==> src/rtl/pcg2_arbiter_if.sv <==
// Requester-side bus of pcg2_arbiter: seeding control, draw requests,
// one-hot grants and the granted random word.
// The arbiter takes the slave modport; requesters take the master modport.
interface pcg2_arbiter_if #(
    parameter int unsigned NUM_REQ = 4,
    parameter int unsigned WIDTH   = 128
);
    logic [WIDTH-1:0]   seed2;
    logic               reseed_req;
    logic [NUM_REQ-1:0] req;
    logic [NUM_REQ-1:0] gnt;
    logic [WIDTH-1:0]   random_out;
    logic               ready;
    logic [31:0]        draw_count;

    modport master (
        output seed2,
        output reseed_req,
        output req,
        input  gnt,
        input  random_out,
        input  ready,
        input  draw_count
    );

    modport slave (
        input  seed2,
        input  reseed_req,
        input  req,
        output gnt,
        output random_out,
        output ready,
        output draw_count
    );
endinterface

==> src/rtl/pcg2_arbiter.sv <==
// pcg2_arbiter: sequences seeding, pipeline flush and warm-up discard of one free-running
// pcg2 core, then shares the core's output stream among NUM_REQ requesters.
// Requesters are served round-robin. Each core word goes to at most one requester.
// Optional feature: define PCG2_ARB_STATS_EN to enable the 32-bit draw_count statistic.
// Without the macro, draw_count is tied to zero.
module pcg2_arbiter #(
    parameter int unsigned NUM_REQ  = 4,
    parameter int unsigned WIDTH    = 128,
    parameter int unsigned PIPE_LAT = 2,
    parameter int unsigned WARMUP   = 8
) (
    input  logic               clk,
    input  logic               rst,
    pcg2_arbiter_if.slave      bus,
    output logic               core_rst,
    output logic [WIDTH-1:0]   core_seed,
    input  logic [WIDTH-1:0]   core_data
);

    // One counter serves both FLUSH and WARM, so size it for the longer phase.
    localparam int unsigned CntMax = (PIPE_LAT > WARMUP) ? PIPE_LAT : WARMUP;
    localparam int unsigned CntW   = (CntMax < 1) ? 1 : $clog2(CntMax + 1);
    localparam int unsigned PtrW   = (NUM_REQ < 2) ? 1 : $clog2(NUM_REQ);

    localparam logic [CntW-1:0] FlushLast = CntW'(PIPE_LAT - 1);
    localparam logic [CntW-1:0] WarmLast  = CntW'(WARMUP - 1);
    localparam logic [PtrW-1:0] PtrInit   = PtrW'(NUM_REQ - 1);

    typedef enum logic [1:0] {
        StSeed,
        StFlush,
        StWarm,
        StRun
    } state_e;

    state_e             state_q, state_d;
    logic [CntW-1:0]    cnt_q, cnt_d;
    logic [WIDTH-1:0]   seed_q;
    logic [PtrW-1:0]    rr_ptr_q;
    logic [NUM_REQ-1:0] gnt_q;
    logic [WIDTH-1:0]   data_q;

    logic               found;
    logic [PtrW-1:0]    winner;
    logic [PtrW-1:0]    idx;
    logic               grant_en;
    logic [NUM_REQ-1:0] gnt_onehot;

    // State register and phase counter.
    always_ff @(posedge clk) begin
        if (rst) begin
            state_q <= StSeed;
            cnt_q   <= '0;
        end else begin
            state_q <= state_d;
            cnt_q   <= cnt_d;
        end
    end

    // Next-state logic: SEED -> FLUSH -> WARM -> RUN. Only RUN reacts to reseed_req.
    always_comb begin
        state_d = state_q;
        cnt_d   = cnt_q;
        unique case (state_q)
            StSeed: begin
                state_d = StFlush;
                cnt_d   = '0;
            end
            StFlush: begin
                if (cnt_q == FlushLast) begin
                    cnt_d   = '0;
                    state_d = (WARMUP == 0) ? StRun : StWarm;
                end else begin
                    cnt_d = cnt_q + CntW'(1);
                end
            end
            StWarm: begin
                if (cnt_q == WarmLast) begin
                    cnt_d   = '0;
                    state_d = StRun;
                end else begin
                    cnt_d = cnt_q + CntW'(1);
                end
            end
            StRun: begin
                if (bus.reseed_req) begin
                    state_d = StSeed;
                end
            end
            default: begin
                state_d = StSeed;
                cnt_d   = '0;
            end
        endcase
    end

    // Latched seed: sampled during reset and on a reseed accepted in RUN.
    // seed2 is ignored at all other times.
    always_ff @(posedge clk) begin
        if (rst) begin
            seed_q <= bus.seed2;
        end else if (state_q == StRun && bus.reseed_req) begin
            seed_q <= bus.seed2;
        end
    end

    // Round-robin search that starts one past the last winner.
    always_comb begin
        found  = 1'b0;
        winner = '0;
        idx    = '0;
        for (int k = 1; k <= int'(NUM_REQ); k++) begin
            idx = PtrW'((int'(rr_ptr_q) + k) % int'(NUM_REQ));
            if (!found && bus.req[idx]) begin
                found  = 1'b1;
                winner = idx;
            end
        end
    end

    // Grant only in RUN with no reseed pending. The current core word goes to the winner.
    always_comb begin
        grant_en   = (state_q == StRun) && !bus.reseed_req && found;
        gnt_onehot = {{(NUM_REQ - 1){1'b0}}, 1'b1} << winner;
    end

    // Registered grant, granted word and round-robin pointer.
    // An unclaimed word is dropped, and random_out is zeroed.
    always_ff @(posedge clk) begin
        if (rst) begin
            gnt_q    <= '0;
            data_q   <= '0;
            rr_ptr_q <= PtrInit;
        end else if (grant_en) begin
            gnt_q    <= gnt_onehot;
            data_q   <= core_data;
            rr_ptr_q <= winner;
        end else begin
            gnt_q  <= '0;
            data_q <= '0;
        end
    end

`ifdef PCG2_ARB_STATS_EN
    logic [31:0] draw_q;

    // Count delivered words. Clear on reset and whenever a new seeding sequence starts.
    always_ff @(posedge clk) begin
        if (rst || state_d == StSeed) begin
            draw_q <= '0;
        end else if (|gnt_q) begin
            draw_q <= draw_q + 32'd1;
        end
    end

    assign bus.draw_count = draw_q;
`else
    assign bus.draw_count = 32'd0;
`endif

    assign bus.gnt        = gnt_q;
    assign bus.random_out = data_q;
    assign bus.ready      = (state_q == StRun);
    assign core_rst       = (state_q == StSeed);
    assign core_seed      = seed_q;

endmodule

==> src/flat_wrapper.sv <==
// flat-port wrapper written by rule: the top's interface ports become plain ports
module pcg2_arbiter_flat 
#(
    parameter int unsigned NUM_REQ  = 4,
    parameter int unsigned WIDTH    = 128,
    parameter int unsigned PIPE_LAT = 2,
    parameter int unsigned WARMUP   = 8
)
  (clk, rst, core_rst, core_seed, core_data, bus_seed2, bus_reseed_req, bus_req, bus_gnt, bus_random_out, bus_ready, bus_draw_count);
  pcg2_arbiter_if #(.NUM_REQ(NUM_REQ), .WIDTH(WIDTH)) bus_i ();
  input  logic clk;
  input  logic rst;
  output logic core_rst;
  output logic [WIDTH-1:0] core_seed;
  input  logic [WIDTH-1:0] core_data;
  input wire logic [$bits(bus_i.seed2)-1:0] bus_seed2;
  input wire logic [$bits(bus_i.reseed_req)-1:0] bus_reseed_req;
  input wire logic [$bits(bus_i.req)-1:0] bus_req;
  output wire logic [$bits(bus_i.gnt)-1:0] bus_gnt;
  output wire logic [$bits(bus_i.random_out)-1:0] bus_random_out;
  output wire logic [$bits(bus_i.ready)-1:0] bus_ready;
  output wire logic [$bits(bus_i.draw_count)-1:0] bus_draw_count;
  assign bus_i.seed2 = bus_seed2;
  assign bus_i.reseed_req = bus_reseed_req;
  assign bus_i.req = bus_req;
  assign bus_gnt = bus_i.gnt;
  assign bus_random_out = bus_i.random_out;
  assign bus_ready = bus_i.ready;
  assign bus_draw_count = bus_i.draw_count;
  pcg2_arbiter #(.NUM_REQ(NUM_REQ), .WIDTH(WIDTH), .PIPE_LAT(PIPE_LAT), .WARMUP(WARMUP)) u_core (.clk(clk), .rst(rst), .bus(bus_i), .core_rst(core_rst), .core_seed(core_seed), .core_data(core_data));
endmodule
==> config.mk <==
export PLATFORM = sky130hd
export DESIGN_NAME = pcg2_arbiter_flat
export DESIGN_NICKNAME = d
export VERILOG_FILES = /design/src/rtl/pcg2_arbiter_if.sv /design/src/rtl/pcg2_arbiter.sv /design/src/flat_wrapper.sv
export SDC_FILE = /design/constraint.sdc
export NUM_CORES = 1
export LEC_CHECK = 0
export ABC_AREA = 1
export ABC_CLOCK_PERIOD_IN_PS = 4200
export CELL_PAD_IN_SITES_DETAIL_PLACEMENT = 0
export CELL_PAD_IN_SITES_GLOBAL_PLACEMENT = 1
export CORE_AREA = 5 5 212 214
export DETAILED_ROUTE_END_ITERATION = 10
export DIE_AREA = 0 0 217 219
export GPL_TIMING_DRIVEN = 0
export PLACE_DENSITY = 0.75
export SETUP_SLACK_MARGIN = 0.5
export SLEW_MARGIN = 20
export SYNTH_ARGS = -nofsm -noshare
export SYNTH_HDL_FRONTEND = slang
export SYNTH_SLANG_ARGS = --single-unit
==> constraint.sdc <==
create_clock -name clk -period 4.2 [get_ports clk]
set_input_delay 0.63 -clock clk [delete_from_list [all_inputs] [get_ports clk]]
set_output_delay 0.63 -clock clk [all_outputs]
set_load 0.1 [all_outputs]
==> results of run 1 <==
==> cells by family after synthesis <==
kind of cell / count (synthesis) / share of synthesized area, %
buffers and inverters: 195 / 11.1
other: 1 / 0.0434
AND/OR/NAND/NOR: 209 / 9.97
adder cells (fa/ha/maj): 6 / 0.870
AO/OA/AOI/OAI: 15 / 1.01
flip-flops: 268 / 77.0
==> Yosys cell counts <==
master / instances / share of area (%)
sky130_fd_sc_hd__nor2_1: 130 / 5.7
sky130_fd_sc_hd__nand2_2: 5 / 0.36
sky130_fd_sc_hd__nand4_1: 3 / 0.22
sky130_fd_sc_hd__dfxtp_1: 140 / 32
sky130_fd_sc_hd__o21ai_0: 6 / 0.35
sky130_fd_sc_hd__nand2_1: 50 / 2.2
sky130_fd_sc_hd__buf_6: 11 / 1.4
sky130_fd_sc_hd__nor2_2: 10 / 0.72
sky130_fd_sc_hd__nor3_1: 2 / 0.12
sky130_fd_sc_hd__nand3_1: 6 / 0.35
sky130_fd_sc_hd__a211oi_1: 1 / 0.087
sky130_fd_sc_hd__inv_4: 1 / 0.073
sky130_fd_sc_hd__buf_8: 1 / 0.17
sky130_fd_sc_hd__conb_1: 1 / 0.043
sky130_fd_sc_hd__a31oi_1: 1 / 0.073
sky130_fd_sc_hd__inv_2: 2 / 0.087
sky130_fd_sc_hd__edfxtp_1: 128 / 45
sky130_fd_sc_hd__a22oi_1: 1 / 0.087
sky130_fd_sc_hd__buf_4: 35 / 3.0
sky130_fd_sc_hd__o21ai_2: 1 / 0.10
sky130_fd_sc_hd__ha_1: 6 / 0.87
sky130_fd_sc_hd__a21oi_1: 4 / 0.23
sky130_fd_sc_hd__nand3_2: 1 / 0.12
sky130_fd_sc_hd__a21boi_0: 1 / 0.087
sky130_fd_sc_hd__nor2_4: 2 / 0.26
sky130_fd_sc_hd__inv_1: 145 / 6.3
==> registers in the layout, indices dropped and copies added (netlist names) <==
signal	cells
u_core.bus.random_out	128
u_core.core_seed	128
u_core.bus.gnt	4
u_core.cnt_q	4
u_core.rr_ptr_q	2
u_core.state_q	2
==> worst paths after layout <==
kind                     start              endpoint  slack (ns)  cells past startpoint
max          u_core.state_q[1]             bus_ready        1.11                      2
min            u_core.cnt_q[3]       u_core.cnt_q[3]        0.50                      2
max reg2reg  u_core.state_q[1]  u_core.core_seed[33]        2.18                      4
min reg2reg    u_core.cnt_q[3]       u_core.cnt_q[3]        0.50                      2
==> through the flow <==
| stage | hold WS [ns] | util (%) |
|---|---|---|
| 2_1_floorplan | 0.453 | - |
| 3_3_place_gp | 0.476 | 34.4 |
| 3_5_place_dp | 0.495 | 34.5 |
| 4_1_cts | 0.504 | 36.8 |
| 5_1_grt | 0.540 | 36.8 |
| 6_report | 0.500 | 36.8 |
==> final cells by class <==
class | count | area (sq um)
fill | 4155 | 27000
sequential | 268 | 6650
timing repair buffer | 525 | 5270
multi-input combinational | 262 | 1160
clock buffer | 43 | 881
tap | 546 | 683
inverter | 148 | 558
buffer | 47 | 402
clock inverter | 15 | 125
==> worst max-delay path, stage by stage, from the launching register on <==
cell and delay (ns):
sky130_fd_sc_hd__dfxtp_1 0.36, sky130_fd_sc_hd__ha_1 0.31, sky130_fd_sc_hd__clkdlybuf4s50_1 1.21
==> layer usage <==
| metal | up-vias | wire [microns] | track usage, % |
|---|---|---|---|
| li1 | 3237 | - | - |
| met1 | 3089 | 11800 | 13.5 |
| met2 | 331 | 17400 | 23.9 |
| met3 | 63 | 3730 | 6.32 |
| met4 | 12 | 985 | 3.56 |
| met5 | - | 74 | 0 |
==> power groups by stage <==
stage / logic [mW] / clock network [mW] / registers, mW
after global routing: 2.10 / 2.87 / 2.98
after floorplan: 0.450 / 0 / 3.97
after CTS: 2.05 / 2.75 / 2.96
final: 2.03 / 2.64 / 2.96
after detailed placement: 2.04 / 0 / 3.02
after global placement: 2.02 / 0 / 3.02
==> metrics.log, run 1 <==
INFO  metric status = finished clean
INFO  metric half_perimeter_wire_length_of_the_detailed_placement_result = 27300 microns
INFO  metric rsz0062_at_grt = no
INFO  metric insertion_delay = 0.58 ns
INFO  metric grt_start_max_net_pins = 92
INFO  metric drt-vias-per-instance = 3.63
INFO  metric initial_antenna_violation_count = 6
INFO  metric crit_path_max_fanout = 6
INFO  metric vias = 6732
INFO  metric power.share.combinational = 26.6%
INFO  metric initialDrtViolationCount = 435
INFO  metric insertedDiodeCount = 0
INFO  metric synth_area = 8630 sq um
INFO  metric seq_area_frac_synth = 77.0%
INFO  metric maxSlewHeadroom = 21.3%
INFO  metric final_area = 15700 sq um
INFO  metric gp_congestion = 0.844
INFO  metric timing.final.setup_violations = 0
INFO  metric synth.ff_latch_count = 268
INFO  metric ant_nets = 0
INFO  metric drt-pass1-iter-count = 4
INFO  metric dieArea = 47500 sq um
INFO  metric ctsHtreeMaxLevel = 1
INFO  metric cts_tree = built
INFO  metric cts_sinks = 268
INFO  metric placeableCoreArea = 42700 sq um
INFO  metric crit_required = 3.57 ns
INFO  metric worst_slew_pin_tran = 1.18 ns
INFO  metric cts_root_buf = sky130_fd_sc_hd__clkbuf_16
INFO  metric post-route-min-period = 3.09 ns
INFO  metric placementRows = 76
INFO  metric net-switching-power = 2.65 mW
INFO  metric fmax = 324 MHz
INFO  metric routedWlPerCell = 18.3 microns
INFO  metric drv.max_cap_violation_count = 0
INFO  metric area_growth = 82.1%
INFO  metric avgSynthCellArea = 12.4 sq um
INFO  metric final.setup_skew = 0.00794 ns
INFO  metric grt_pass1_vias = 6886
INFO  metric final_critical_path_setup_slack = 1.11 ns
INFO  metric crit_path_end_kind = output port
INFO  metric floorplan.die.width = 217 microns
INFO  metric postCtsHoldBufs = 0
INFO  metric power_frac_seq = 38.8%
INFO  metric fin_nets = 1552
INFO  metric initial_utilization = 20.2%
INFO  metric p_per_area = 486 nW/um^2
INFO  metric detail_route.drc_violations = 0
INFO  metric postPlaceCellArea = 14700 sq um
INFO  metric period_share = 73.6%
INFO  metric clockPowerShare = 34.6%
INFO  metric final.setup.tns = 0 ns
INFO  metric maximum_clock_path_buffer_count = 3
INFO  metric layout_commonest_cell = sky130_fd_sc_hd__clkdlybuf4s50_1
INFO  metric route.final.wire_length = 34000 microns
INFO  metric min-delay-path-class = reg -> reg
INFO  metric cp.arrival = 2.46 ns
INFO  metric peakVddDrop = 283 uV
INFO  metric dpl.cell_count = 1796
INFO  metric path_clk_slew = 0.06 ns
INFO  metric i_o_pins = 557
INFO  metric numCtsBuffers = 31
INFO  metric finish.cell_count_without_fillers = 1854
INFO  metric layout_common_cells = sky130_fd_sc_hd__clkdlybuf4s50_1, sky130_fd_sc_hd__inv_1, sky130_fd_sc_hd__dfxtp_1
INFO  metric cts_resized = 0
INFO  metric critPathKind = reg -> out
INFO  metric p_int = 4.98 mW
INFO  metric grt.overflow.total = 0
INFO  metric final-max-slew-violation-count = 0
INFO  metric finalHoldViolCount = 0
INFO  metric totalPowerFinal = 7.63 mW
INFO  metric post_route_cells_drive_above_1_share = 9.48%
INFO  metric number_of_instances_in_the_synthesized_netlist = 694
INFO  metric crit_path_start_kind = flip-flop
INFO  metric postCtsSetupRepairBufs = 0
INFO  metric synth.yosys.warnings = 0
INFO  metric power_switching_share = 34.8%
INFO  metric gr-usage-all-layers = 13.1%
INFO  metric ys_types = 26
INFO  metric worst_setup_slack_after_placement = 1.38 ns
INFO  metric first_pass_grt_wire_length = 46300 microns
INFO  metric die-height = 219 microns
INFO  metric power.leakage = 6.56 nW
INFO  metric place.port_buffers = 524
Power figures use the tool's default switching activity.
==> inputs of run 2 (changes only) <==
Settings changed: ABC_CLOCK_PERIOD_IN_PS 4200 to 2500, CORE_AREA 5 5 212 214 to 5 5 214 216, DIE_AREA 0 0 217 219 to 0 0 219 221, PLACE_DENSITY 0.75 to 0.76.
Clock period 4.2 ns to 2.5 ns, I/O delays scaled along.
==> run 2 against run 1 <==
  * Sequential share of layout area fell by 1.5 points
  * Core utilization rose by 0.45 points
  * Combinational power rose by 65%
  * Highest routed layer unchanged
  * Sequential cell count did not move
  * Largest cell class unchanged
  * Worst hold slack got worse by 0.13 ns
  * Cell count rose by 3.0%
  * Setup slack got worse by 0.51 ns
  * Total power rose by 73%
  * Die area rose by 1.8%
  * Routed wire length barely moved
==> metrics.log, run 2 (same netlist as run 1, synthesis figures left out) <==
INFO  metric status = finished clean
INFO  metric ctsHtreeMaxLevel = 2
INFO  metric drt-vias-per-instance = 3.55
INFO  metric final.setup_skew = 0.0139 ns
INFO  metric layout_common_cells = sky130_fd_sc_hd__clkdlybuf4s50_1, sky130_fd_sc_hd__clkdlybuf4s15_2, sky130_fd_sc_hd__inv_1
INFO  metric fmax = 526 MHz
INFO  metric post-route-min-period = 1.90 ns
INFO  metric postCtsSetupRepairBufs = 0
INFO  metric regArea = 6650 sq um
INFO  metric drt-pass1-iter-count = 4
INFO  metric crit_path_max_fanout = 3
INFO  metric half_perimeter_wire_length_of_the_detailed_placement_result = 26600 microns
INFO  metric worst_setup_slack_after_placement = -0.0674 ns
INFO  metric area_growth = 88.8%
INFO  metric vias = 6783
INFO  metric drv.max_cap_violation_count = 0
INFO  metric crit_family = flip-flops
INFO  metric gr-usage-all-layers = 13.1%
INFO  metric maximum_clock_path_buffer_count = 3
INFO  metric finalHoldViolCount = 0
INFO  metric ant_nets = 0
INFO  metric placeableCoreArea = 43700 sq um
INFO  metric p_per_area = 809 nW/um^2
INFO  metric slowest_delay = 0.41 ns
INFO  metric fin_nets = 1556
INFO  metric timing.critical_path.buf_inv = 2
INFO  metric cp.arrival = 1.53 ns
INFO  metric numCtsBuffers = 34
INFO  metric route.final.wire_length = 34000 microns
INFO  metric post_route_cells_drive_above_1_share = 30.1%
INFO  metric dieArea = 48400 sq um
INFO  metric maxSlewHeadroom = 55.5%
INFO  metric initial_utilization = 19.7%
INFO  metric floorplan.die.width = 219 microns
INFO  metric crit_path_start_kind = flip-flop
INFO  metric cts_tree = built
INFO  metric multiInputGateArea = 1220 sq um
INFO  metric worst_slew_pin_tran = 0.670 ns
INFO  metric insertion_delay = 0.51 ns
INFO  metric place.port_buffers = 524
INFO  metric crit_required = 2.12 ns
INFO  metric grt_start_max_net_pins = 65
INFO  metric initialDrtViolationCount = 301
INFO  metric totalPowerFinal = 13.2 mW
INFO  metric layout_commonest_cell = sky130_fd_sc_hd__clkdlybuf4s50_1
INFO  metric power.leakage = 6.78 nW
INFO  metric placementRows = 77
INFO  metric gp_congestion = 0.794
INFO  metric crit_path_end_kind = output port
INFO  metric first_pass_grt_wire_length = 45900 microns
INFO  metric final_critical_path_setup_slack = 0.599 ns
INFO  metric routedWlPerCell = 17.8 microns
INFO  metric final.setup.tns = 0 ns
INFO  metric path_clk_slew = 0.06 ns
INFO  metric period_share = 76.0%
INFO  metric rsz0062_at_grt = no
INFO  metric grt_pass1_vias = 6832
INFO  metric cts_sinks = 268
INFO  metric die-height = 221 microns
INFO  metric grt.overflow.total = 0
INFO  metric peakVddDrop = 480 uV
INFO  metric final-max-slew-violation-count = 0
INFO  metric critPathKind = reg -> out
INFO  metric critical_path.cell_chain = inv_1 > ha_1 > clkbuf_4
INFO  metric num-fill-cells = 4211
INFO  metric initial_antenna_violation_count = 7
INFO  metric cts_root_buf = sky130_fd_sc_hd__clkbuf_16
INFO  metric detail_route.drc_violations = 0
INFO  metric min-delay-path-class = in -> reg
INFO  metric timing.final.setup_violations = 0
INFO  metric i_o_pins = 557
INFO  metric critical-path-slowest-cell = sky130_fd_sc_hd__dfxtp_1
-- run 2: power by group --
group	internal [mW]	switching (mW)	total (mW)
Sequential	4.89	0.100	4.99
Combinational	0.846	2.50	3.34
Clock	2.97	1.88	4.85
Total	8.71	4.48	13.2
-- run 2: final timing paths --
path                           start  depth (start not counted)  slack (ns)                         end
setup / recovery   u_core.state_q[0]                          3        0.60                    core_rst
hold / removal        core_data[124]                          3        0.37  u_core.bus.random_out[124]
setup reg to reg  u_core.rr_ptr_q[0]                         14        0.68    u_core.bus.random_out[8]
hold reg to reg      u_core.cnt_q[3]                          2        0.49             u_core.cnt_q[3]
-- run 2: worst min-delay path, stage by stage --
cell and delay [ns]:
sky130_fd_sc_hd__clkdlybuf4s50_1 0.39, sky130_fd_sc_hd__inv_1 0.05, sky130_fd_sc_hd__nor2_1 0.03
-- run 2: layout make-up --
class / count / area share (%)
clock inverters: 15 / 0.898
well taps: 592 / 4.54
inverters: 148 / 3.44
multi-input cells: 263 / 7.51
flip-flops and latches: 268 / 40.8
clock buffers: 47 / 6.02
diodes: 4 / 0.0614
plain buffers: 47 / 2.61
repair buffers: 525 / 34.1
-- run 2: through the flow --
step	instance area (sq um)	hold slack [ns]	utilization [%]	cells
2_1_floorplan	8780	0.444	-	725
3_3_place_gp	14800	0.476	33.8	1841
3_5_place_dp	14700	0.483	33.7	1841
4_1_cts	16200	0.321	37.1	1904
5_1_grt	16300	0.339	37.3	1906
6_report	16300	0.374	37.3	1909
-- run 2: what timing repair did --
item / in CTS / in global routing
cloned: 1 / 1
hold buffers: 0 / 0
resized for setup: 781 / 18
endpoints found under the setup margin: 384 / 186
pin swaps: 1 / 0
-- run 2: layer usage --
layer	wire [microns]	up-vias	track usage, %	share of wire, %
met5	35	-	0	0.10
met4	1200	6	5.29	3.5
met3	3940	56	6.75	12
met2	17300	342	23.8	51
met1	11500	3115	12.3	34
li1	-	3264	-	-
==> inputs of run 3 (changes only) <==
Settings changed: ABC_CLOCK_PERIOD_IN_PS 2500 to 1500.
Clock period 2.5 ns to 1.5 ns, I/O delays scaled along.
==> run 3 against run 2 <==
  * The flow now finishes with violations (negative setup slack)
  * Core utilization up 5.1 points
  * Routed wire length increased by 8.1%
  * Sequential power increased by 69%
  * Non-clock buffer count increased by 33
  * Combinational power is 95% higher
  * Global-route usage up 0.83 points
  * Worst hold slack lost 0.21 ns
  * Register-to-register slack got worse by 1.0 ns
  * Critical path depth is 12 higher
  * First-iteration DRC count grew 18%
  * Setup slack got worse by 0.95 ns
  * Die area is the same
  * Critical endpoint is now u_core.bus.random_out[71]
==> metrics.log, run 3 (same netlist as run 1, synthesis figures left out) <==
INFO  metric floorplan.die.width = 219 microns
INFO  metric timing.critical_path.depth = 15
INFO  metric cts_root_buf = sky130_fd_sc_hd__clkbuf_16
INFO  metric postCtsHoldBufs = 0
INFO  metric finish.cell_count_without_fillers = 1936
INFO  metric timing.final.setup_violations = 231
INFO  metric critPathKind = reg -> reg
INFO  metric final_critical_path_setup_slack = -0.355 ns
INFO  metric postPlaceCellArea = 14900 sq um
INFO  metric p_per_area = 1220 nW/um^2
INFO  metric placementRows = 77
INFO  metric initial_utilization = 19.7%
INFO  metric critPathLaunch = u_core.rr_ptr_q[0]
INFO  metric layout_commonest_cell = sky130_fd_sc_hd__clkdlybuf4s50_1
INFO  metric r2r-end = u_core.bus.random_out[71]
INFO  metric vias = 7118
INFO  metric drt-pass1-iter-count = 4
INFO  metric period_share = 124%
INFO  metric post_route_cells_drive_above_1_share = 48.1%
INFO  metric placeableCoreArea = 43700 sq um
INFO  metric final_area = 18500 sq um
INFO  metric die-height = 221 microns
INFO  metric use_met2 = 26.0%
INFO  metric status = finished, violations left
INFO  metric detail_route.drc_violations = 0
INFO  metric gp_congestion = 0.866
INFO  metric rsz0062_at_grt = yes
INFO  metric half_perimeter_wire_length_of_the_detailed_placement_result = 27300 microns
INFO  metric met3_usage = 6.21%
INFO  metric most_crowded_layer_after_global_routing = met2
INFO  metric initialDrtViolationCount = 355
INFO  metric grt_util_met1 = 13.7%
INFO  metric critPathMostFrequentCell = sky130_fd_sc_hd__nand2_4
INFO  metric first_pass_grt_wire_length = 50100 microns
INFO  metric totalPowerFinal = 22.5 mW
INFO  metric drv.max_cap_violation_count = 0
INFO  metric fmax = 539 MHz
INFO  metric crit_family = buffers and inverters
INFO  metric worst_slew_pin_tran = 0.586 ns
INFO  metric finalHoldViolCount = 0
INFO  metric r2r_setup_slack = -0.35 ns
INFO  metric failed_checks = negative setup slack
INFO  metric final-max-slew-violation-count = 0
INFO  metric routedWlPerCell = 19.0 microns
INFO  metric min-delay-path-class = in -> reg
INFO  metric path_clk_slew = 0.07 ns
INFO  metric post-route-min-period = 1.85 ns
INFO  metric initial_antenna_violation_count = 10
INFO  metric i_o_pins = 557
INFO  metric dieArea = 48400 sq um
INFO  metric cts_tree = built
INFO  metric dpl.cell_count = 1841
INFO  metric grt_pass1_vias = 7298
INFO  metric crit_path_end = u_core.bus.random_out[71]
INFO  metric final.setup_skew = 0.0161 ns
INFO  metric cts_sinks = 268
INFO  metric ant_nets = 0
INFO  metric drt-vias-per-instance = 3.68
INFO  metric slowest_delay = 0.33 ns
INFO  metric cp.arrival = 2.31 ns
INFO  metric gr-usage-all-layers = 13.9%
INFO  metric crit_path_start_kind = flip-flop
INFO  metric worst_setup_slack_after_placement = -0.904 ns
INFO  metric grt.overflow.total = 0
INFO  metric peakVddDrop = 695 uV
INFO  metric fin_nets = 1585
INFO  metric power.leakage = 7.91 nW
INFO  metric insertion_delay = 0.57 ns
INFO  metric layout_common_cells = sky130_fd_sc_hd__clkdlybuf4s50_1, sky130_fd_sc_hd__buf_12, sky130_fd_sc_hd__inv_1
INFO  metric timing.critical_path.buf_inv = 6
INFO  metric grt_start_max_net_pins = 129
INFO  metric critical_path.cell_chain = buf_6 > clkinv_8 > nand2_4 > nand2_4 > nand2_2 > nand2_4 > nor2_4 > nand3_2 > nand2_4 > nor2_4 > clkinv_4 > buf_12 > buf_16 > clkbuf_16 > nor2_1
INFO  metric maxSlewHeadroom = 61.2%
INFO  metric maximum_clock_path_buffer_count = 3
INFO  metric crit_path_end_kind = flip-flop
INFO  metric numCtsBuffers = 30
INFO  metric place.port_buffers = 524
INFO  metric area_growth = 115%
INFO  metric crit_required = 1.95 ns
INFO  metric critical-path-slowest-cell = sky130_fd_sc_hd__dfxtp_2
INFO  metric ctsHtreeMaxLevel = 1
INFO  metric crit_path_max_fanout = 8
INFO  metric timing.reg2reg.worst_path_depth = 15
INFO  metric route.final.wire_length = 36700 microns
INFO  metric critical_path.reg2reg.startpoint = u_core.rr_ptr_q[0]
## run 3: cell types whose count changed in the layout (fill, tap and decap cells not counted), moves of 16 or more
| cell | previous run | this run |
|---|---|---|
| sky130_fd_sc_hd__dfxtp_1 | 139 | 9 |
| sky130_fd_sc_hd__buf_4 | 32 | 49 |
| sky130_fd_sc_hd__nor2_4 | 4 | 20 |
| sky130_fd_sc_hd__buf_12 | 1 | 151 |
| sky130_fd_sc_hd__dfxtp_2 | 1 | 128 |
| sky130_fd_sc_hd__nor2_1 | 125 | 60 |
| sky130_fd_sc_hd__clkdlybuf4s15_2 | 256 | 0 |
| sky130_fd_sc_hd__buf_6 | 12 | 129 |
| sky130_fd_sc_hd__nor2_2 | 13 | 62 |
## run 3: area by class of cell
class                           instances  area [sq um]
Fill cell                            4001         25200
Timing Repair Buffer                  558          7250
Sequential cell                       268          6820
Multi-Input combinational cell        263          1570
Clock buffer                           41           888
Tap cell                              592           741
Inverter                              148           576
Buffer                                 47           522
Clock inverter                         15           154
Antenna cell                            4          10.0
## run 3: worst min path at each step
stage                               start                         to  slack [ns]  cells after the start
after global routing        core_data[34]  u_core.bus.random_out[34]        0.14                      3
after CTS                   core_data[76]  u_core.bus.random_out[76]        0.12                      3
after global placement    u_core.cnt_q[3]            u_core.cnt_q[3]        0.48                      2
final                       core_data[76]  u_core.bus.random_out[76]        0.17                      3
after floorplan                       rst            u_core.cnt_q[3]        0.29                      1
after detailed placement  u_core.cnt_q[3]            u_core.cnt_q[3]        0.51                      2
## run 3: metal layers
layer | vias up | routed length [microns]
met4 | 14 | 1340
li1 | 3323 | -
met5 | - | 81
met3 | 73 | 4240
met1 | 3335 | 12100
met2 | 373 | 18900
## run 3: per-stage QoR
stage	hold WS, ns	setup TNS (ns)	util (%)
after floorplan	0.294	-48.58	-
after global placement	0.484	-232.86	34.1
after detailed placement	0.507	-243.30	34.0
after CTS	0.123	-81.54	41.3
after global routing	0.141	-67.22	42.3
final	0.169	-47.62	42.3
## run 3: repair_timing
item | 4_1_cts | 5_1_grt
setup endpoints to repair | 530 | 530
pin swaps | 10 | 14
gates cloned | 5 | 6
resized for setup | 2214 | 83
buffers inserted | 18 | 5
## run 3: where the power goes
group	internal [mW]	leakage [nW]	total [mW]	switching, mW
clock network	4.51	0.517	7.59	3.08
registers	8.18	2.45	8.45	0.266
logic	2.12	4.94	6.51	4.38
## run 3: worst reg2reg max path, stage by stage (launching register included)
cell                        delay (ns)
sky130_fd_sc_hd__dfxtp_2          0.33
sky130_fd_sc_hd__buf_6            0.14
sky130_fd_sc_hd__clkinv_8         0.08
sky130_fd_sc_hd__nand2_4          0.07
sky130_fd_sc_hd__nand2_4          0.06
sky130_fd_sc_hd__nand2_2          0.10
sky130_fd_sc_hd__nand2_4          0.06
sky130_fd_sc_hd__nor2_4           0.12
sky130_fd_sc_hd__nand3_2          0.10
sky130_fd_sc_hd__nand2_4          0.08
sky130_fd_sc_hd__nor2_4           0.04
sky130_fd_sc_hd__clkinv_4         0.08
sky130_fd_sc_hd__buf_12           0.12
sky130_fd_sc_hd__buf_16           0.16
sky130_fd_sc_hd__clkbuf_16        0.16
sky130_fd_sc_hd__nor2_1           0.04
